$ cat src/rtl/timer_sched_if.sv
// ----------------------------------------------------------------------------
// timer_sched_if -- register bus between a CPU-side master and timer_sched.
//
// Signals:
//   address_in      32  bus address (the timer decodes bits [3:2] only)
//   sel_in           1  block selected for this bus cycle
//   read_in          1  read strobe (informational; decode ignores it)
//   write_mask_in    4  byte write enables, bit n covers [8n+7:8n]
//   write_value_in  32  write data
//   read_value_out  32  combinational read data from the timer
// ----------------------------------------------------------------------------
interface timer_sched_if;
  logic [31:0] address_in;
  logic        sel_in;
  logic        read_in;
  logic [3:0]  write_mask_in;
  logic [31:0] write_value_in;
  logic [31:0] read_value_out;

  modport master (
    output address_in, sel_in, read_in, write_mask_in, write_value_in,
    input  read_value_out
  );

  modport slave (
    input  address_in, sel_in, read_in, write_mask_in, write_value_in,
    output read_value_out
  );
endinterface

$ cat src/rtl/timer_sched.sv
// ----------------------------------------------------------------------------
// timer_sched -- 64-bit deadline timer with one-shot and periodic modes.
//
// A deadline is compared against the CPU cycle counter through a two-stage
// pipeline; a hit raises CTRL.pending (irq_out). In periodic mode the FSM
// reloads DEADLINE += PERIOD in two halves (low word with carry, then high
// word) and re-arms. A hit while pending is still set flags overrun.
//
// Ports:
//   clk       sole clock, rising edge
//   reset     asynchronous active-high reset
//   cycle_in  64-bit free-running cycle count
//   bus       register bus (slave side), registers at [3:2]:
//               00 CTRL  {overrun, pending, periodic, enable}
//               01 PERIOD
//               10 DEADLINE[31:0]
//               11 DEADLINE[63:32]
//   irq_out   interrupt request, mirrors CTRL.pending
// ----------------------------------------------------------------------------
module timer_sched (
  input  logic          clk,
  input  logic          reset,
  input  logic [63:0]   cycle_in,
  timer_sched_if.slave  bus,
  output logic          irq_out
);

  typedef enum logic [1:0] {
    S_IDLE      = 2'd0,
    S_ARMED     = 2'd1,
    S_RELOAD_LO = 2'd2,
    S_RELOAD_HI = 2'd3
  } state_t;

  localparam logic [1:0] A_CTRL   = 2'b00;
  localparam logic [1:0] A_PERIOD = 2'b01;
  localparam logic [1:0] A_DL_LO  = 2'b10;
  localparam logic [1:0] A_DL_HI  = 2'b11;

  state_t      r_state;
  logic        r_enable;
  logic        r_periodic;
  logic        r_pending;
  logic        r_overrun;
  logic [31:0] r_period;
  logic [63:0] r_deadline;
  logic        r_carry;

  // compare pipeline stage 1
  logic        r_lo_ge;
  logic        r_hi_gt;
  logic        r_hi_eq;
  logic        r_valid1;

  logic [1:0]  w_addr;
  logic        w_wr;
  logic        w_ctrl_wr;
  logic        w_period_wr;
  logic        w_dl_lo_wr;
  logic        w_dl_hi_wr;
  logic        w_dl_wr;
  logic        w_ctrl_dis;
  logic        w_clr_pending;
  logic        w_clr_overrun;
  logic        w_hit;
  logic [31:0] w_period_bus;
  logic [31:0] w_dl_lo_bus;
  logic [31:0] w_dl_hi_bus;
  logic [32:0] w_reload_sum;
  logic [31:0] w_read_value;
  logic        w_unused;

  assign w_addr        = bus.address_in[3:2];
  assign w_wr          = bus.sel_in & (|bus.write_mask_in);
  assign w_ctrl_wr     = bus.sel_in & bus.write_mask_in[0] & (w_addr == A_CTRL);
  assign w_period_wr   = w_wr & (w_addr == A_PERIOD);
  assign w_dl_lo_wr    = w_wr & (w_addr == A_DL_LO);
  assign w_dl_hi_wr    = w_wr & (w_addr == A_DL_HI);
  assign w_dl_wr       = w_dl_lo_wr | w_dl_hi_wr;
  assign w_ctrl_dis    = w_ctrl_wr & ~bus.write_value_in[0];
  assign w_clr_pending = w_ctrl_wr & bus.write_value_in[2];
  assign w_clr_overrun = w_ctrl_wr & bus.write_value_in[3];

  // Stage 2: valid1 can only be high while ARMED, the state check is belt
  // and braces against a stale compare.
  assign w_hit = r_valid1 & (r_state == S_ARMED) & (r_hi_gt | (r_hi_eq & r_lo_ge));

  assign w_reload_sum = {1'b0, r_deadline[31:0]} + {1'b0, r_period};

  // Byte-lane merge of bus writes into PERIOD and both DEADLINE words.
  generate
    for (genvar gi = 0; gi < 4; gi++) begin : g_lane
      assign w_period_bus[8*gi +: 8] = (w_period_wr & bus.write_mask_in[gi]) ?
                                       bus.write_value_in[8*gi +: 8] : r_period[8*gi +: 8];
      assign w_dl_lo_bus[8*gi +: 8]  = (w_dl_lo_wr & bus.write_mask_in[gi]) ?
                                       bus.write_value_in[8*gi +: 8] : r_deadline[8*gi +: 8];
      assign w_dl_hi_bus[8*gi +: 8]  = (w_dl_hi_wr & bus.write_mask_in[gi]) ?
                                       bus.write_value_in[8*gi +: 8] : r_deadline[32 + 8*gi +: 8];
    end
  endgenerate

  always_ff @(posedge clk or posedge reset) begin
    if (reset) begin
      r_state    <= S_IDLE;
      r_enable   <= 1'b0;
      r_periodic <= 1'b0;
      r_pending  <= 1'b0;
      r_overrun  <= 1'b0;
      r_period   <= 32'h0;
      r_deadline <= 64'hFFFF_FFFF_FFFF_FFFF;
      r_carry    <= 1'b0;
      r_lo_ge    <= 1'b0;
      r_hi_gt    <= 1'b0;
      r_hi_eq    <= 1'b0;
      r_valid1   <= 1'b0;
    end else begin
      r_lo_ge <= (cycle_in[31:0]  >= r_deadline[31:0]);
      r_hi_gt <= (cycle_in[63:32] >  r_deadline[63:32]);
      r_hi_eq <= (cycle_in[63:32] == r_deadline[63:32]);
      // Only a compare taken while staying ARMED against an untouched
      // deadline may qualify next cycle.
      r_valid1 <= (r_state == S_ARMED) & ~w_hit & ~w_dl_wr & ~w_ctrl_dis;

      // A hit beats a same-cycle clear; overrun only when pending was
      // genuinely left standing.
      if (w_hit) begin
        r_pending <= 1'b1;
        if (r_pending & ~w_clr_pending)
          r_overrun <= 1'b1;
        else if (w_clr_overrun)
          r_overrun <= 1'b0;
      end else begin
        if (w_clr_pending) r_pending <= 1'b0;
        if (w_clr_overrun) r_overrun <= 1'b0;
      end

      r_period   <= w_period_bus;
      r_deadline <= {w_dl_hi_bus, w_dl_lo_bus};

      case (r_state)
        S_IDLE: begin
          if (r_enable) r_state <= S_ARMED;
        end
        S_ARMED: begin
          if (w_hit) begin
            if (r_periodic) begin
              r_state <= S_RELOAD_LO;
            end else begin
              r_state  <= S_IDLE;
              r_enable <= 1'b0;
            end
          end
        end
        S_RELOAD_LO: begin
          if (w_dl_wr) begin
            // software rewrote the deadline: drop the reload entirely
            r_state <= r_enable ? S_ARMED : S_IDLE;
          end else begin
            r_deadline[31:0] <= w_reload_sum[31:0];
            r_carry          <= w_reload_sum[32];
            r_state          <= S_RELOAD_HI;
          end
        end
        S_RELOAD_HI: begin
          if (w_dl_wr) begin
            r_state <= r_enable ? S_ARMED : S_IDLE;
          end else begin
            r_deadline[63:32] <= r_deadline[63:32] + {31'b0, r_carry};
            r_state           <= S_ARMED;
          end
        end
        default: r_state <= S_IDLE;
      endcase

      // Bus CTRL writes override the one-shot auto-disable.
      if (w_ctrl_wr) begin
        r_enable   <= bus.write_value_in[0];
        r_periodic <= bus.write_value_in[1];
      end
      if (w_ctrl_dis) r_state <= S_IDLE;
    end
  end

  always_comb begin
    w_read_value = 32'h0;
    case (w_addr)
      A_CTRL:   w_read_value = {28'h0, r_overrun, r_pending, r_periodic, r_enable};
      A_PERIOD: w_read_value = r_period;
      A_DL_LO:  w_read_value = r_deadline[31:0];
      A_DL_HI:  w_read_value = r_deadline[63:32];
      default:  w_read_value = 32'h0;
    endcase
  end

  assign bus.read_value_out = bus.sel_in ? w_read_value : 32'h0;
  assign irq_out            = r_pending;

  // read strobe and undecoded address bits are deliberately ignored
  assign w_unused = ^{bus.read_in, bus.address_in[31:4], bus.address_in[1:0]};

endmodule

$ cat src/flat_wrapper.sv
// flat-port wrapper written by rule: the top's interface ports become plain ports
module timer_sched_flat 
  (clk, reset, cycle_in, irq_out, bus_address_in, bus_sel_in, bus_read_in, bus_write_mask_in, bus_write_value_in, bus_read_value_out);
  timer_sched_if bus_i ();
  input  logic clk;
  input  logic reset;
  input  logic [63:0] cycle_in;
  output logic irq_out;
  input wire logic [$bits(bus_i.address_in)-1:0] bus_address_in;
  input wire logic [$bits(bus_i.sel_in)-1:0] bus_sel_in;
  input wire logic [$bits(bus_i.read_in)-1:0] bus_read_in;
  input wire logic [$bits(bus_i.write_mask_in)-1:0] bus_write_mask_in;
  input wire logic [$bits(bus_i.write_value_in)-1:0] bus_write_value_in;
  output wire logic [$bits(bus_i.read_value_out)-1:0] bus_read_value_out;
  assign bus_i.address_in = bus_address_in;
  assign bus_i.sel_in = bus_sel_in;
  assign bus_i.read_in = bus_read_in;
  assign bus_i.write_mask_in = bus_write_mask_in;
  assign bus_i.write_value_in = bus_write_value_in;
  assign bus_read_value_out = bus_i.read_value_out;
  timer_sched u_core (.clk(clk), .reset(reset), .cycle_in(cycle_in), .bus(bus_i), .irq_out(irq_out));
endmodule
$ cat config.mk
export PLATFORM = sky130hd
export DESIGN_NAME = timer_sched_flat
export DESIGN_NICKNAME = d
export VERILOG_FILES = /design/src/rtl/timer_sched_if.sv /design/src/rtl/timer_sched.sv /design/src/flat_wrapper.sv
export SDC_FILE = /design/constraint.sdc
export NUM_CORES = 1
export LEC_CHECK = 0
export BUFFER_PORTS_ARGS = -buffer_cell sky130_fd_sc_hd__buf_4
export CAP_MARGIN = 0
export CORE_ASPECT_RATIO = 1.5
export CORE_MARGIN = 5
export CORE_UTILIZATION = 50
export CTS_CLUSTER_DIAMETER = 60
export DETAILED_ROUTE_END_ITERATION = 10
export PLACE_DENSITY_LB_ADDON = 0.2
export RECOVER_POWER = 25
export SETUP_SLACK_MARGIN = 0.02
export SYNTH_ARGS = -nofsm -noshare
export SYNTH_HDL_FRONTEND = slang
export SYNTH_SLANG_ARGS = --single-unit
$ cat constraint.sdc
create_clock -name clk -period 6.7 [get_ports clk]
set_input_delay 0.67 -clock clk [delete_from_list [all_inputs] [get_ports clk]]
set_output_delay 0.67 -clock clk [all_outputs]
set_load 0.005 [all_outputs]
=== Word level (Yosys, flattened, before mapping) ===
Index checks and enable logic that the tools add are counted.
Widths: inputs -> output; s select.

* Latch bits: 0
* Bits in registers: 107
* Bits in writable memories: 0
* Output and inout bits: 33
* Logic and storage cells: 104
* Memories: 0
* ROM bits: 0
* Input bits: 136

* Multipliers: 0
* Bitwise gates (word level): 35
* Div/mod/pow operators: 0
* Add/sub/neg operators: 2
* Multiplexer cells: 31
* Reductions and logical operators: 9
* Shifts and indexed selects: 0
* Equality and inequality tests: 10
* $lt $le $gt $ge: 2

{| class="wikitable"
|+ Operators with widths
! operator !! count
|-
| $mux 32 || 5
|-
| $pmux 32 s4 || 1
|-
| $mux 8 || 8
|-
| $add 32x32->33 || 1
|-
| $add 32x1->32 || 1
|-
| $eq 32x32->1 || 1
|-
| $ge 32x32->1 || 1
|-
| $gt 32x32->1 || 1
|-
| $and 1x1->1 || 28
|-
| $mux 2 || 6
|-
| $mux 1 || 10
|-
| $eq 2x2->1 const B || 4
|-
| $pmux 2 s4 || 1
|-
| $ne 3x1->1 const B || 2
|-
| $reduce_bool 2->1 || 3
|-
| $not 1->1 || 5
|-
| $eq 2x1->1 const B || 2
|-
| $logic_not 2->1 || 2
|-
| $reduce_and 2->1 || 2
|-
| $reduce_or 4->1 || 1
|-
| $reduce_and 3->1 || 1
|-
| $ne 2x2->1 const B || 1
|-
| $or 1x1->1 || 2
|}

=== Logic depth before layout (Yosys ltp) ===
Gate-level depths: netlist of the first run.

* Word-level depth: 7
* Mapped depth: 10
* Mapped depth without buffers: 9

=== Least setup slack after synthesis of the first run ===
No wires, ideal clock.

* Path kind: register -> register
* Start point: register u_core.r_deadline[0]
* End point: register u_core.r_deadline[30]
* Buffers on the path: 0
* Data arrival time: 2.442 ns
* Clock period less this slack: 2.521 ns
* Library setup time: 0.079 ns
* Setup slack: 4.179 ns
* Required time: 6.621 ns
* Cell stages (with the launch flop): 10
* Cells stage by stage: dfstp_2 -> ha_1 -> fa_1 -> a21o_1 -> a221oi_2 -> a221oi_2 -> o21ai_2 -> a21boi_2 -> a2111o_1 -> and4_1

* Cells in the longest elaborated chain, start to end: 3

{| class="wikitable"
|+ Ends and longest elaborated chain
! item !! line !! source
|-
| start: declaration || timer_sched.sv:46 || <nowiki>logic [63:0] r_deadline;</nowiki>
|-
| start signal: assignment || timer_sched.sv:138 || <nowiki>r_deadline <= {w_dl_hi_bus, w_dl_lo_bus};</nowiki>
|-
| start signal: assignment || timer_sched.sv:159 || <nowiki>r_deadline[31:0] <= w_reload_sum[31:0];</nowiki>
|-
| $add 32x32->33 || timer_sched.sv:88 || <nowiki>assign w_reload_sum = {1'b0, r_deadline[31:0]} + {1'b0, r_period};</nowiki>
|-
| $mux 32 || timer_sched.sv:155 || <nowiki>if (w_dl_wr) begin</nowiki>
|-
| $mux 32 || timer_sched.sv:140 || <nowiki>case (r_state)</nowiki>
|}

Every way passes these cells.
A chain may end at the register's enable or synchronous reset.

=== Final worst setup path of the first run ===
* Start point: input bus_address_in[2]
* End point: output bus_read_value_out[18]

* Cells in the longest elaborated chain, start to end: 3
* Elaborated cells on any way between the ends: 6
* Those cells by class: eq/ne (3); mux (2); reduce/logical (1)

{| class="wikitable"
|+ Ends and longest elaborated chain
! item !! line !! source
|-
| start: declaration || flat_wrapper.sv:9 || <nowiki>input wire logic [$bits(bus_i.address_in)-1:0] bus_address_in;</nowiki>
|-
| $eq 2x2->1, or another cell as far along || timer_sched.sv:186 || <nowiki>case (w_addr)</nowiki>
|-
| $pmux 32 s4 (*) || timer_sched.sv:186 ||
|-
| $mux 32 (*) || timer_sched.sv:195 || <nowiki>assign bus.read_value_out = bus.sel_in ? w_read_value : 32'h0;</nowiki>
|-
| end: declaration || flat_wrapper.sv:14 || <nowiki>output wire logic [$bits(bus_i.read_value_out)-1:0] bus_read_value_out;</nowiki>
|}

Every way passes the cells marked *; elsewhere a longest branch is shown, timed or not.

==> results of run 1 <==
## final cells by class
cell class	instances	share of cell area [%]
multi-input combinational	847	56.1
sequential	107	25.8
timing repair buffer	141	9.89
tap	252	2.94
inverter	74	2.61
clock buffer	9	2.10
clock inverter	7	0.584
antenna	1	0.0234
## worst register-to-register path, stage by stage, from the launching register on
cell      delay [ps]
dfrtp_1          410
ha_1             210
fa_1             420
a21o_1           240
a221oi_2         470
a221oi_2         160
o21ai_2          240
a311oi_1         230
a221oi_1         370
o22ai_1          150
## power by group through the flow
stage                     logic (mW)  registers [mW]  clock network (mW)
after floorplan                 1.68            1.15                   0
after global placement          2.14            1.27                   0
after detailed placement        2.18            1.27                   0
after CTS                       2.20            1.26               0.550
after global routing            2.48            1.30               0.572
final                           2.21            1.27               0.541
## flip-flops by register name, indices dropped and copies added, names as in the netlist
register and cells:
u_core.r_valid1 1, u_core.r_deadline 64, u_core.r_state 2, u_core.r_carry 1, u_core.r_periodic 1, u_core.r_overrun 1
u_core.irq_out 1, u_core.r_enable 1, u_core.r_hi_gt 1, u_core.r_period 32, u_core.r_lo_ge 1, u_core.r_hi_eq 1
## logic make-up (layout without fill, tap and decap cells)
kind of cell             count (synthesis)  after routing  synth area share (%)
AND/OR/NAND/NOR                        337            337                  18.4
AO/OA/AOI/OAI                          322            322                  22.5
buffers and inverters                  126            231                  5.42
flip-flops                             107            107                  29.8
adder cells (fa/ha/maj)                 99             99                  13.5
multiplexers                            66             66                  8.30
XOR/XNOR                                23             23                  2.18
other                                    0              1                     0
## worst paths after layout
| path | startpoint | endpoint | slack [ps] | cells past startpoint |
|---|---|---|---|---|
| worst min register to register | u_core.r_overrun | u_core.r_overrun | 530 | 2 |
| worst min-delay path | u_core.r_overrun | u_core.r_overrun | 530 | 2 |
| min in group asynchronous | reset | u_core.r_hi_eq | 660 | 2 |
| max in group asynchronous | reset | u_core.r_period[17] | 4430 | 3 |
| worst max register to register | u_core.r_period[0] | u_core.r_carry | 3670 | 9 |
| worst max-delay path | bus_address_in[2] | bus_read_value_out[18] | 3180 | 6 |
## stage by stage
stage / hold WS, ps / utilization (%) / std cells / total power, mW
2_1_floorplan: 443 / - / 1080 / 2.83
6_report: 526 / 58.2 / 1438 / 4.02
3_3_place_gp: 472 / 56.6 / 1421 / 3.41
5_1_grt: 549 / 58.2 / 1437 / 4.36
4_1_cts: 316 / 58.2 / 1437 / 4.02
3_5_place_dp: 504 / 56.6 / 1421 / 3.46
## synth_stat cells, drive strengths merged (10+ instances only)
library cell  instances  area share [%]
dfrtp                43              12
nand3                38             2.1
a21oi                61             3.3
a31oi                14            0.95
nand2               117             4.7
mux2                 46             5.6
and3                 15             1.0
inv                  74             3.0
nor3                 21             1.4
a22oi                28             2.3
a21o                 38             3.1
dfstp                64              18
xor2                 11             1.0
o21ai               102             5.6
a211oi               19             1.6
nor2b                35             2.4
mux2i                16             1.7
buf                  15            0.88
xnor2                12             1.1
nor2                 46             1.9
ha                   98              13
nand4                32             2.2
a311oi               10            0.95
clkbuf               37             1.5
## metal layers
| metal | GRT usage, % | vias to the layer above | share of wire [%] |
|---|---|---|---|
| met3 | 4.22 | 80 | 6.8 |
| met5 | 0 | - | 0 |
| li1 | - | 4170 | - |
| met1 | 33.7 | 4187 | 38 |
| met4 | 16.0 | 0 | 6.4 |
| met2 | 48.5 | 364 | 49 |
==> out/metrics.csv, run 1 <==
metric;value;unit
fill count;1707;
PostCTS Resize Cnt;0;
Worst-path clk slew;90;ps
CTS tree;yes;
Post-Syn Area;9260;µm²
EDFF count, synth;0;
Critical-path top delay cell;nor2b_2;
cts hold-fix bufs;0;
Synth Instances;1080;
fraction of registers with async set/reset;100;%
Clock Power Share;13.4;%
Setup WS pre-CTS;3150;ps
Comb power frac;55.0;%
I/O Buffers;137;
Seq cells post-synth;107;
final worst setup slack;3180;ps
sw frac;44.9;%
row count;61;
drt first-iter violations;619;
drt total wl;29.9;mm
RSZ-0062 raised after global routing;false;
total power divided by cell area;376;nW/µm²
H-tree Lvls;3;
Post-CTS Setup Repair Bufs;0;
area of the multi-input gates;6010;µm²
Layout area overhead;15.7;%
most frequent cells in the layout;buf_4 (139), nand2_1 (117), ha_1 (98);
Die Y;177;µm
Hold Crit Class;flip-flop to flip-flop;
crit path time final;3520;ps
Chip Width;121;µm
Syn Nets;1315;
Root Driver;clkbuf_16;
final hold vios;0;
status;complete, but fails checks;
Most used DFF post-synth;dfstp_2;
share of cells above drive strength 1;25.1;%
Via-to-Cell Ratio;6.12;
f_max;284;MHz
crit-path max cell delay;770;ps
setup tns final;0;ps
top fanout value on the critical path;70;
GRT Resource Usage Total;28.3;%
clock insertion delay at the later pin of the skew report;370;ps
largest net degree at the start of global routing;75;
cts bufs inserted;9;
worst path bufs/invs;3;
hpwl dp;23.8;mm
Syn Area/Cell;8.57;µm²
Tcrit/Tclk final;52.6;%
Power Internal;2.22;mW
Switch Pwr;1.81;mW
Crit path required time;6030;ps
Routed Antenna Nets;0;
failing checks;max-capacitance violations, max-slew violations;
Slew Limit Fails;35;
Initial Util;50.3;%
gpl congestion;0.968;
most used cell, CP;buf_4;
CP Class;primary input to output port;
WP data arrival;2850;ps
fin area;10700;µm²
post-synthesis sequential area ratio;29.8;%
sequential power share;31.6;%
DRT Pass-1 Iters;5;
Crit path max-delay family;buffers and inverters;
via count;8801;
final net count;1415;
final setup violating endpoints;0;
peak supply drop;0.237;mV
initial antenna violation count;1;
maxcap violations;1;
die area;21400;µm²
Worst-Margin Slew;1540;ps
Synth cell types;77;
DP Area;10400;µm²
# IOs;169;
relative slew slack;-3.05;%
register area;2760;µm²
Worst Setup End Kind;output port;
number of warnings issued by yosys;0;
CP Launch Type;primary input;
commonest non-fill, non-tap cell in the layout;buf_4;
Core ar.;18400;µm²
first-pass GRT wire length;47.1;mm
vias in the first global route;8576;
GRT Residual Overflow;0;
skew final;13.8;ps
DRC Markers;0;
clock tree sinks;107;
Leakage;5.03;nW
WL per Instance;20.8;µm
worst path cell trace;buf_4, nor2b_2, buf_4, a22oi_1, nor2b_1, buf_4;
CTS Buffer Depth;2;
No activity file was read; power rests on OpenSTA's default activity.
==> inputs of run 2 (changes only) <==
--- a/config.mk
+++ b/config.mk
@@ -5,6 +5,7 @@
 export SDC_FILE = /design/constraint.sdc
 export NUM_CORES = 1
 export LEC_CHECK = 0
+export ABC_AREA = 1
 export BUFFER_PORTS_ARGS = -buffer_cell sky130_fd_sc_hd__buf_4
 export CAP_MARGIN = 0
 export CORE_ASPECT_RATIO = 1.5
==> constraint.sdc (replaced) <==
create_clock -name clk -period 3.42 [get_ports clk]
set_input_delay 0.342 -clock clk [delete_from_list [all_inputs] [get_ports clk]]
set_output_delay 0.342 -clock clk [all_outputs]
set_load 0.005 [all_outputs]
==> out/metrics.csv, run 2 <==
metric;value;unit;change
vias in the first global route;10509;;+23%
met1 WL;14.5;mm;+29%
largest net degree at the start of global routing;66;;-12%
Post-Syn Area;10300;µm²;+11%
Core ar.;20300;µm²;+11%
initial antenna violation count;0;;-1
final hold vios;0;;unchanged
DR WL met2;17.5;mm;+19%
CP Class;flip-flop to flip-flop;;
Worst-path clk slew;90;ps;about the same
share of cells above drive strength 1;15.7;%;-9.4 points
reg2reg end;u_core.r_deadline[20];;
top fanout value on the critical path;4;;-94%
Syn Nets;1827;;+39%
via count;10990;;+25%
RSZ-0062 raised after global routing;false;;
GRT Resource Usage Total;29.8;%;+1.5 points
maxcap violations;1;;unchanged
placed cell count;1965;;+38%
max layer used;met4;;
Tcrit/Tclk final;71.1;%;
Worst Setup End Kind;flip-flop;;
clock tree sinks;107;;unchanged
Layout area overhead;15.1;%;
final net count;1947;;+38%
Routed Antenna Nets;0;;unchanged
synth top area cells;nand2_1 (16%), dfstp_2 (16%), ha_1 (12%), dfrtp_1 (10%), inv_1 (10%);;
Worst R2R Path Depth;12;;+3
top cell type by total area after synthesis;nand2_1;;
hpwl dp;29.4;mm;+24%
Top reg by flops;u_core.r_deadline;;
Syn Area/Cell;6.47;µm²;-25%
Post-CTS Setup Repair Bufs;0;;unchanged
Leakage;6.34;nW;+26%
Worst-Margin Slew;2110;ps;+568 ps
Seq cells post-synth;107;;unchanged
I/O Buffers;137;;unchanged
met3 WL;2.03;mm;+0.30%
crit path time final;2430;ps;
total power divided by cell area;785;nW/µm²;+110%
non-filler cells, final;1981;;+38%
Root Driver;clkbuf_16;;
CTS tree;yes;;
DRC Markers;0;;unchanged
Synth cell types;50;;-35%
GRT Residual Overflow;0;;unchanged
area of the multi-input gates;6290;µm²;+4.7%
WP data arrival;2740;ps;-110 ps
Hold Crit Class;primary input to flip-flop;;
clock insertion delay at the later pin of the skew report;370;ps;about the same
Initial Util;50.6;%;+0.28 points
Most used DFF post-synth;dfstp_2;;
Crit path required time;3730;ps;-2300 ps
final setup violating endpoints;0;;unchanged
Worst R2R Setup Slack;990;ps;-2680 ps
commonest cells in the netlist;nand2_1 (452), inv_1 (283), o21ai_0 (126);;
relative slew slack;-41.1;%;-38 points
WL per Instance;18.0;µm;-13%
cts hold-fix bufs;0;;unchanged
cts bufs inserted;9;;unchanged
f_max;411;MHz;
die area;23600;µm²;+10%
drt first-iter violations;914;;+48%
n_diodes;0;;-1
skew final;16.7;ps;+2.92 ps
failing checks;max-capacitance violations, max-slew violations;;
gpl congestion;1.03;;+6.7%
status;complete, but fails checks;;
Chip Width;127;µm;+5.0%
post-synthesis sequential area ratio;26.8;%;-3.0 points
hold path depth;3;;+1
Worst Hold Path EP;u_core.r_period[31];;
CTS Buffer Depth;2;;unchanged
R2R Path Start;u_core.r_deadline[0];;
setup tns final;0;ps;unchanged
first-pass GRT wire length;54.8;mm;+16%
max reg flops;64;;unchanged
Die Y;186;µm;+5.1%
most frequent cells in the layout;nand2_1 (452), inv_1 (282), buf_4 (141);;
worst hold path startpoint;bus_write_value_in[31];;
commonest non-fill, non-tap cell in the layout;nand2_1;;
Via-to-Cell Ratio;5.55;;-9.4%
peak supply drop;0.414;mV;+74%
EDFF count, synth;0;;unchanged
crit-path max cell delay;580;ps;-190 ps
row count;64;;+4.9%
drt total wl;35.7;mm;+19%
Synth Instances;1592;;+47%
cell with the most instances after synthesis;nand2_1;;
CP Launch Type;flip-flop;;
worst path cell trace;ha_1, fa_1, nand2_1, o21ai_0, nand3_1, nand3_1, nand2_1, nand2_1, nand2_1, nand2_1, nand2_1, nand2_1;;
Slew Limit Fails;43;;+23%
DRT Pass-1 Iters;6;;+1
H-tree Lvls;3;;unchanged
PostCTS Resize Cnt;0;;unchanged
Synth top area share;16.5;%;-1.7 points
fill count;2068;;+21%
# IOs;169;;unchanged
register area;2760;µm²;unchanged
fraction of registers with async set/reset;100;%;unchanged
number of warnings issued by yosys;0;;unchanged
biggest regs;u_core.r_deadline (64), u_core.r_period (32), u_core.r_state (2);;
most used cell, CP;nand2_1;;
Critical-path top delay cell;dfstp_2;;
run 2: changes by cell type after synthesis, sizes merged, moves of 37 or more:
| cell | before | now |
|---|---|---|
| a21o | 38 | 1 |
| nor2 | 46 | 128 |
| nand2 | 117 | 458 |
| inv | 74 | 289 |
| mux2 | 46 | 3 |
run 2: metal layers:
layer  up-vias  track usage [%]
li1       5405                -
met1      5075             37.4
met2       417             51.9
met3        93             2.67
met4         0             14.0
met5         -                0
run 2: stage by stage:
stage                     total power [mW]  worst slack, ps  utilization (%)  hold WS [ps]  area, µm²
final                                 9.30              989             58.2           213      11800
after global routing                  10.2              795             58.2           226      11800
after CTS                             9.24             1000             58.2          56.3      11800
after detailed placement              8.14              961             56.8           456      11600
after global placement                7.97              985             56.8           450      11600
after floorplan                       6.45              367                -           452      10300
run 2: worst max path at each step:
| stage | slack, ps | to | start |
|---|---|---|---|
| after floorplan | 370 | u_core.irq_out | reset |
| after global placement | 980 | u_core.r_deadline[12] | bus_sel_in |
| after detailed placement | 960 | u_core.r_deadline[12] | bus_sel_in |
| after CTS | 1000 | u_core.r_deadline[20] | u_core.r_deadline[0] |
| after global routing | 790 | u_core.r_deadline[20] | u_core.r_deadline[0] |
| final | 990 | u_core.r_deadline[20] | u_core.r_deadline[0] |
run 2: report_power, final:
part	internal, mW	total, mW	switching (mW)
clock	0.515	1.07	0.559
combinational	1.98	5.62	3.63
sequential	2.06	2.61	0.542
total	4.56	9.30	4.74
run 2: critical path: cells and delay by family, from the launching register on:
family                   cells  cell delay [ps]
flip-flops                   1              580
AO/OA/AOI/OAI                1              370
AND/OR/NAND/NOR              9              930
adder cells (fa/ha/maj)      2              500
run 2: kinds of logic after synthesis:
logic type	count (synthesis)	synth area share, %
compound gates	305	16.7
buf+inv	323	12.1
mux	3	0.328
flops	107	26.8
simple gates	733	30.1
fa+ha+maj	99	12.1
xor+xnor	22	1.87
run 2: layout make-up:
| type | count | share of cell area, % |
|---|---|---|
| repair buffers | 143 | 9.17 |
| well taps | 264 | 2.79 |
| inverters | 289 | 9.17 |
| flip-flops and latches | 107 | 23.3 |
| clock buffers | 9 | 1.90 |
| multi-input cells | 1162 | 53.1 |
| clock inverters | 7 | 0.581 |
==> inputs of run 3 (changes only) <==
--- a/config.mk
+++ b/config.mk
@@ -5,7 +5,7 @@
 export SDC_FILE = /design/constraint.sdc
 export NUM_CORES = 1
 export LEC_CHECK = 0
-export ABC_AREA = 1
+export ABC_AREA = 0
 export BUFFER_PORTS_ARGS = -buffer_cell sky130_fd_sc_hd__buf_4
 export CAP_MARGIN = 0
 export CORE_ASPECT_RATIO = 1.5
==> constraint.sdc (replaced) <==
create_clock -name clk -period 2.25 [get_ports clk]
set_input_delay 0.225 -clock clk [delete_from_list [all_inputs] [get_ports clk]]
set_output_delay 0.225 -clock clk [all_outputs]
set_load 0.005 [all_outputs]
==> out/metrics.csv, run 3 (synthesized netlist as in run 1, its figures left out) <==
metric;value;unit;change
status;complete, but fails checks;;
failing checks;max-capacitance violations, max-slew violations, negative setup slack;;
WP data arrival;2880;ps;+140 ps
Routed Antenna Nets;0;;unchanged
row count;61;;-4.7%
fin area;12400;µm²;+4.4%
reg2reg end;u_core.r_deadline[30];;
CP Launch Type;flip-flop;;
Power Internal;8.36;mW;+83%
RSZ-0062 raised after global routing;true;;
die area;21400;µm²;-9.4%
Worst-path clk slew;70;ps;-20 ps
Leakage;5.90;nW;-7.0%
Worst path depth;9;;-3
GRT Residual Overflow;0;;unchanged
final hold vios;0;;unchanged
Critical-path top delay cell;dfrtp_1;;
Chip Width;121;µm;-4.8%
vias in the first global route;9554;;-9.1%
Hold Crit Class;primary input to flip-flop;;
Root Driver;clkbuf_16;;
share of cells above drive strength 1;37.5;%;+22 points
CP Class;flip-flop to flip-flop;;
skew final;8.41;ps;-8.31 ps
drt first-iter violations;686;;-25%
crit path time final;2590;ps;+158 ps
via count;9494;;-14%
Crit path required time;2540;ps;-1190 ps
first-pass GRT wire length;50.2;mm;-8.3%
Crit path max-delay family;compound AO/OA/AOI/OAI gates;;
CTS Buffer Depth;2;;unchanged
WL per Instance;20.3;µm;+13%
Die Y;177;µm;-4.9%
Worst-Margin Slew;1570;ps;-535 ps
final net count;1585;;-19%
peak supply drop;0.658;mV;+59%
Clock Power Share;12.0;%;+0.4 points
Via-to-Cell Ratio;5.90;;+6.4%
worst path bufs/invs;0;;unchanged
Comb power frac;62.8;%;+2.4 points
cts hold-fix bufs;0;;unchanged
f_max;386;MHz;-6.1%
CP Capture Point;u_core.r_deadline[30];;
final worst setup slack;-338;ps;-1330 ps
cts bufs inserted;9;;unchanged
Initial Util;50.3;%;-0.28 points
I/O Buffers;137;;unchanged
commonest non-fill, non-tap cell in the layout;buf_4;;
Worst R2R Path Depth;9;;-3
crit-path max cell delay;390;ps;-190 ps
fill count;1581;;-24%
worst path cell trace;ha_2, fa_2, a21o_1, a221oi_4, a221oi_2, o21ai_2, a21boi_2, a2111o_1, and4_1;;
Tcrit/Tclk final;115;%;+44 points
DP Area;11700;µm²;+1.2%
max reg flops;64;;unchanged
Worst R2R Setup Slack;-340;ps;-1330 ps
Worst Setup End Kind;flip-flop;;
final setup violating endpoints;24;;+24
CTS tree;yes;;
crit path from;u_core.r_period[0];;
total power divided by cell area;1170;nW/µm²;+48%
clock tree sinks;107;;unchanged
GRT Resource Usage Total;30.2;%;+0.37 points
gpl congestion;1.00;;-3.2%
DRC Markers;0;;unchanged
drt total wl;32.6;mm;-8.5%
R2R Path Start;u_core.r_period[0];;
Switch Pwr;6.05;mW;+28%
initial antenna violation count;0;;unchanged
relative slew slack;-4.67;%;+36 points
most frequent cells in the layout;buf_4 (305), nand2_1 (116), ha_1 (87);;
DRT Pass-1 Iters;6;;unchanged
largest net degree at the start of global routing;108;;+64%
biggest regs;u_core.r_deadline (64), u_core.r_period (32), u_core.r_state (2);;
hpwl dp;26.1;mm;-11%
post-layout util;67.2;%;+9.0 points
Top reg by flops;u_core.r_deadline;;
H-tree Lvls;3;;unchanged
Core ar.;18400;µm²;-9.6%
sequential power share;25.2;%;-2.8 points
clock insertion delay at the later pin of the skew report;360;ps;about the same
top fanout value on the critical path;4;;unchanged
maxcap violations;1;;unchanged
Slew Limit Fails;108;;+150%
sw frac;42.0;%;-8.9 points
# IOs;169;;unchanged
Layout area overhead;33.5;%;
run 3: cell types whose count changed in the layout (fill, tap and decap cells not counted), sizes merged, moves of 22 or more:
cell | before | now
a22oi | 1 | 28
buf | 142 | 309
a21oi | 94 | 61
a21o | 1 | 38
nand2 | 458 | 117
inv | 292 | 73
mux2 | 3 | 46
o21ai | 137 | 102
nor3 | 43 | 21
nor2b | 0 | 35
nor2 | 128 | 46
nand3 | 72 | 38
run 3: power groups by stage:
stage               logic [mW]  clock network (mW)  registers (mW)
floorplan                 5.10                   0            3.42
global placement          8.31                   0            3.60
detailed placement        8.44                   0            3.62
CTS                       8.80                1.75            3.59
global route              9.93                1.82            3.70
finish                    9.05                1.73            3.63
run 3: layout make-up:
type                       count  area (µm²)  area share (%)
multi-input combinational    847        6310            51.0
sequential                   107        2760            22.3
timing repair buffer         311        2380            19.2
tap                          252         315            2.55
clock buffer                  14         308            2.49
inverter                      74         279            2.26
clock inverter                 2        12.5           0.101
antenna                        1        2.50          0.0202
run 3: per-layer routing:
| layer | global-route usage, % | vias to the layer above | wire, µm |
|---|---|---|---|
| li1 | - | 4504 | - |
| met1 | 35.0 | 4514 | 12400 |
| met2 | 51.8 | 372 | 16100 |
| met3 | 4.16 | 104 | 1750 |
| met4 | 19.4 | 0 | 2370 |
| met5 | 0 | - | 0 |
run 3: timing repair:
item                       CTS  global route
resized for setup           26            27
buffers inserted             7             9
pin swaps                   16            29
setup endpoints to repair   28            44
run 3: how the worst min path moves through the flow:
stage	start	slack (ps)	cells after the start	to
floorplan	bus_write_value_in[1]	330	2	u_core.r_periodic
global placement	reset	450	3	u_core.r_period[29]
detailed placement	reset	450	3	u_core.r_hi_gt
CTS	reset	60	3	u_core.r_hi_gt
global route	bus_write_value_in[31]	130	2	u_core.r_period[31]
finish	bus_write_value_in[1]	120	3	u_core.r_periodic
run 3: tightest hold or removal path, cell delays in order:
cell and delay [ps]:
buf_4 120, nand2_1 50, nand2_1 50
run 3: stage by stage:
stage          setup slack, ps  total power [mW]  TNS, ps  instances  hold slack [ps]
5_1_grt                   -422              15.4    -7370       1607              127
6_report                  -338              14.4    -4900       1608              117
4_1_cts                   -293              14.1    -3980       1599             63.8
2_1_floorplan             -209              8.52     -579       1080              330
3_3_place_gp              -356              11.9    -3970       1576              454
3_5_place_dp              -413              12.1    -4810       1576              455
